## config.mk

```make
export PLATFORM = sky130hd
export DESIGN_NAME = shift_seq
export DESIGN_NICKNAME = d
export VERILOG_FILES = /design/src/rtl/shift_seq.sv
export SDC_FILE = /design/constraint.sdc
export NUM_CORES = 1
export LEC_CHECK = 0
export CAP_MARGIN = 25
export CORE_UTILIZATION = 50
export DETAILED_ROUTE_END_ITERATION = 6
export PLACE_DENSITY = 0.76
export SLEW_MARGIN = 30
export SYNTH_ARGS = -nofsm -noshare
export SYNTH_HDL_FRONTEND = slang
export SYNTH_SLANG_ARGS = --single-unit
```

## constraint.sdc

```tcl
create_clock -name clk -period 5.8 [get_ports clk]
set_input_delay 0.58 -clock clk [delete_from_list [all_inputs] [get_ports clk]]
set_output_delay 0.58 -clock clk [all_outputs]
set_load 0.02 [all_outputs]
```

## src/rtl/shift_seq.sv

```systemverilog
// ---------------------------------------------------------------------------
// shift_seq -- multi-cycle 16-bit shift/rotate sequencer.
//
// One power-of-two shifter stage is reused over up to four cycles. The stage
// shifts by 8, 4, 2 and 1 in turn, and each stage is applied only when the
// matching bit of the captured count is set. The final value lands in a
// holding register that changes only on completion or reset.
//
// Parameters:
//   EARLY_EXIT  when 1, finish as soon as the remaining lower count bits are
//               all zero, so trailing no-op stages are skipped.
//
// Ports:
//   clk    in   1   clock, rising edge
//   rst_n  in   1   synchronous active-low reset
//   Start  in   1   request, sampled only while idle
//   In     in  16   operand, captured on accept
//   Op     in   2   00 rotl, 01 shl, 10 rotr, 11 shr logical (captured)
//   Cnt    in   4   shift amount 0..15 (captured)
//   Busy   out  1   request in progress
//   Done   out  1   one-cycle completion pulse; Out valid from this cycle
//   Out    out 16   result register, held until the next completion
// ---------------------------------------------------------------------------
module shift_seq #(
    parameter bit EARLY_EXIT = 1'b0
) (
    input  logic        clk,
    input  logic        rst_n,
    input  logic        Start,
    input  logic [15:0] In,
    input  logic [1:0]  Op,
    input  logic [3:0]  Cnt,
    output logic        Busy,
    output logic        Done,
    output logic [15:0] Out
);

    typedef enum logic {
        IDLE = 1'b0,
        RUN  = 1'b1
    } state_t;

    localparam logic [1:0] OP_ROTL = 2'b00;
    localparam logic [1:0] OP_SHL  = 2'b01;
    localparam logic [1:0] OP_ROTR = 2'b10;
    localparam logic [1:0] OP_SHR  = 2'b11;

    state_t      state_q, state_d;
    logic [1:0]  idx_q,   idx_d;
    logic [15:0] d_q,     d_d;
    logic [1:0]  op_q,    op_d;
    logic [3:0]  cnt_q,   cnt_d;
    logic        busy_q,  busy_d;
    logic        done_q,  done_d;
    logic [15:0] out_q,   out_d;

    // Shared shifter stage: shift d_q by 2^idx_q according to the captured op.
    logic [4:0]  stage_amt;
    logic [4:0]  stage_wrap;
    logic [15:0] stage_out;

    always_comb begin
        stage_amt  = 5'd1 << idx_q;
        stage_wrap = 5'd16 - stage_amt;
        stage_out  = d_q;
        case (op_q)
            OP_ROTL: stage_out = (d_q << stage_amt) | (d_q >> stage_wrap);
            OP_SHL:  stage_out = d_q << stage_amt;
            OP_ROTR: stage_out = (d_q >> stage_amt) | (d_q << stage_wrap);
            OP_SHR:  stage_out = d_q >> stage_amt;
            default: stage_out = d_q;
        endcase
    end

    // Count bits below the current stage; if none are set, every remaining
    // stage would be a no-op and early exit may finish now.
    logic [3:0] low_mask;
    logic       low_zero;
    logic       last_stage;
    logic [15:0] step_val;

    always_comb begin
        low_mask   = (4'b0001 << idx_q) - 4'd1;
        low_zero   = ((cnt_q & low_mask) == 4'd0);
        last_stage = (idx_q == 2'd0) || (EARLY_EXIT && low_zero);
        step_val   = cnt_q[idx_q] ? stage_out : d_q;
    end

    always_comb begin
        state_d = state_q;
        idx_d   = idx_q;
        d_d     = d_q;
        op_d    = op_q;
        cnt_d   = cnt_q;
        busy_d  = busy_q;
        done_d  = 1'b0;
        out_d   = out_q;
        case (state_q)
            IDLE: begin
                if (Start) begin
                    d_d     = In;
                    op_d    = Op;
                    cnt_d   = Cnt;
                    idx_d   = 2'd3;
                    state_d = RUN;
                    busy_d  = 1'b1;
                end
            end
            RUN: begin
                d_d = step_val;
                if (last_stage) begin
                    out_d   = step_val;
                    done_d  = 1'b1;
                    busy_d  = 1'b0;
                    state_d = IDLE;
                end else begin
                    idx_d = idx_q - 2'd1;
                end
            end
            default: state_d = IDLE;
        endcase
    end

    always_ff @(posedge clk) begin
        if (!rst_n) begin
            state_q <= IDLE;
            idx_q   <= 2'd0;
            d_q     <= 16'h0000;
            op_q    <= 2'b00;
            cnt_q   <= 4'd0;
            busy_q  <= 1'b0;
            done_q  <= 1'b0;
            out_q   <= 16'h0000;
        end else begin
            state_q <= state_d;
            idx_q   <= idx_d;
            d_q     <= d_d;
            op_q    <= op_d;
            cnt_q   <= cnt_d;
            busy_q  <= busy_d;
            done_q  <= done_d;
            out_q   <= out_d;
        end
    end

    assign Busy = busy_q;
    assign Done = done_q;
    assign Out  = out_q;

endmodule

```

==> results.py <==
metrics = {
    "detailed_routing": {
        "drc_errors": 1,
        "wirelength_mm": 14.4,
        "ant_nets": 0,
        "vias": 4387,
        "drt_iter0_drc": 674,
        "via_per_inst": 7.26,
        "wl_per_cell_um": 23.8,
        "drt_pass1_iterations": 7,
    },
    "sta": {
        "period_needed_ns": 3.40,
        "tightest_slew_ns": 0.852,
        "post-route-period-util": 0.587,
        "report.final.slew_viol_count": 0,
        "max_freq_mhz": 294,
        "tns_ns": 0,
        "fin_skew_ns": 0.00623,
        "setup_slack_ns": 2.40,
        "setup_viol": 0,
        "hold_viol": 0,
        "rsz0062_at_grt": "false",
        "relSlewSlack": 0.432,
    },
    "worst_setup_path": {
        "rr_worst_depth": 9,
        "cp.arrival_ns": 3.56,
        "critPathKind": "reg2reg",
        "crit_path_start_kind": "flop",
        "end_kind": "flop",
        "timing.rr.end": "Out[15]",
        "startpoint": "idx_q[0]",
        "cp.required_ns": 5.96,
        "critPathMaxFanout": 36,
        "reg2reg_slack_ns": 2.40,
        "rr_startpoint": "idx_q[0]",
    },
    "worst_hold_path": {
        "hold_class": "reg2reg",
        "whs_path_depth": 2,
        "worstHoldStart": "Out[3]",
        "hold_path_end": "Out[3]",
    },
    "final_layout": {
        "layout_commonest_cell": "nand2_1",
        "num-fill-cells": 760,
        "nets": 529,
        "n_antenna_cell": 0,
        "register_area_um2": 861,
        "multi_input_area_um2": 3130,
        "layout_common_cells": "nand2_1, dfxtp_1, clkdlybuf4s50_1",
        "layout-drive-gt1-share": 0.140,
        "syn_to_final_growth_pct": 8.15,
    },
    "clock_network": {
        "cts.path.max_buffers": 2,
        "cts_buffers": 5,
        "cts_sinks": 43,
        "post_cts_buffers": 0,
        "h-tree-depth": 2,
        "cts_resized": 0,
        "cts_root_buf": "clkbuf_8",
        "worstSkewPairLatency_ns": 0.30,
        "cts_tree": "built",
        "hold_buffers": 0,
        "clk_pin_slew_ns": 0.09,
    },
    "synth": {
        "synth_edf_count": 0,
        "postSynthCellCount": 501,
        "synth_top_cell_by_area": "dfxtp_1",
        "syn_nets": 532,
        "synth.ff_latch_count": 43,
        "synth_cell_type_count": 68,
        "async_flop_share": 0,
        "avgSynthCellArea_um2": 8.73,
        "ys.flop_type": "dfxtp_1",
        "synth_top_area_frac": 0.197,
        "yosysSeqAreaShare": 0.197,
        "yosys_warnings": 0,
        "syn-cell-area_um2": 4370,
        "synth_area_leaders": "dfxtp_1, mux2i_1, mux4_2",
    },
    "die": {
        "io_pins": 43,
        "dieWidth_um": 95.5,
        "core-area_um2": 8340,
        "rows": 33,
        "start_util": 0.524,
        "die-area_um2": 9130,
        "die_y_um": 95.5,
    },
    "grt": {
        "gr-total-overflow": 0,
        "grt_max_degree": 48,
        "grt_pass1_wl_mm": 22.6,
        "antenna_found_initial": 0,
        "grt_usage": 0.332,
        "grt_pass1_vias": 4079,
    },
    "pwr": {
        "powerDensity_nw_per_um2": 248,
        "p_total_mw": 1.17,
        "p_leak_nw": 1.72,
        "peakVddDrop_mv": 0.148,
    },
    "placed_design": {
        "hpwl_mm": 9.80,
        "place.port_buffers": 42,
        "place_ws_ns": 2.47,
        "gp_congestion": 1.01,
    },
    "run_status": {
        "status": "complete, but fails checks",
        "violations": "DRC",
    },
    "run": {
        "cap_violations": 0,
    },
}
[layout make-up]
| class | instances | area share |
|---|---|---|
| Inverter | 10 | 0.00793 |
| Clock inverter | 2 | 0.00344 |
| Tap cell | 105 | 0.0278 |
| Sequential cell | 43 | 0.182 |
| Multi-Input combinational cell | 388 | 0.661 |
| Clock buffer | 6 | 0.0175 |
| Timing Repair Buffer | 50 | 0.101 |
[Yosys cell counts (12+ instances only)]
cell      instances
nand2_1          47
dfxtp_1          43
mux2i_1          35
nor2_1           31
a21oi_1          29
o21ai_0          29
clkbuf_1         24
mux2_2           24
buf_2            19
a31oi_1          18
mux4_2           15
nand3_1          13
nor2b_1          12
nor3_1           12
[critical path, cell delays in order, from the launching register on]
cell	delay [ns]
dfxtp_1	0.42
inv_1	0.15
ha_1	0.16
buf_4	0.43
inv_1	0.19
ha_1	0.72
mux4_2	0.60
a221oi_1	0.30
o31a_1	0.20
a21oi_1	0.06
[report_power, final]
part,switching (mW),internal (mW)
clock,0.116,0.0974
combinational,0.319,0.252
sequential,0.0673,0.323
[registers in the layout, summed over array words and instances (netlist names)]
name	count
op_q	2
idx_q	2
Busy	1
state_q	1
Done	1
d_q	16
cnt_q	4
Out	16
[per-layer routing]
metal | up-vias | GRT usage | share of wire
met5 | - | 0.0357 | 0
met4 | 0 | 0.160 | 0.044
met3 | 57 | 0.0853 | 0.13
met2 | 360 | 0.479 | 0.43
met1 | 2045 | 0.455 | 0.39
li1 | 1925 | - | -
[logic make-up after synthesis]
kind of cell,Yosys count,share of synthesized area
buf+inv,70,0.0890
mux,87,0.292
compound gates,157,0.253
simple gates,137,0.148
fa+ha+maj,6,0.0172
xor+xnor,1,0.00372
flops,43,0.197
[worst max path at each step]
stage / end / slack (ns) / cells after the start
floorplan: d_q[0] / 3.01 / 14
global placement: Out[15] / 2.63 / 9
detailed placement: Out[15] / 2.47 / 9
CTS: Out[15] / 2.46 / 9
global route: Out[15] / 2.16 / 9
finish: Out[15] / 2.40 / 9
[per-stage QoR]
stage / utilization / hold WS [ns] / cell area, um^2 / instances
2_1_floorplan: - / 0.445 / 4370 / 501
3_3_place_gp: 0.556 / 0.462 / 4640 / 596
3_5_place_dp: 0.556 / 0.464 / 4640 / 596
4_1_cts: 0.568 / 0.479 / 4740 / 604
5_1_grt: 0.567 / 0.496 / 4730 / 604
6_report: 0.567 / 0.478 / 4730 / 604
No activity file was read; power rests on OpenSTA's default activity.
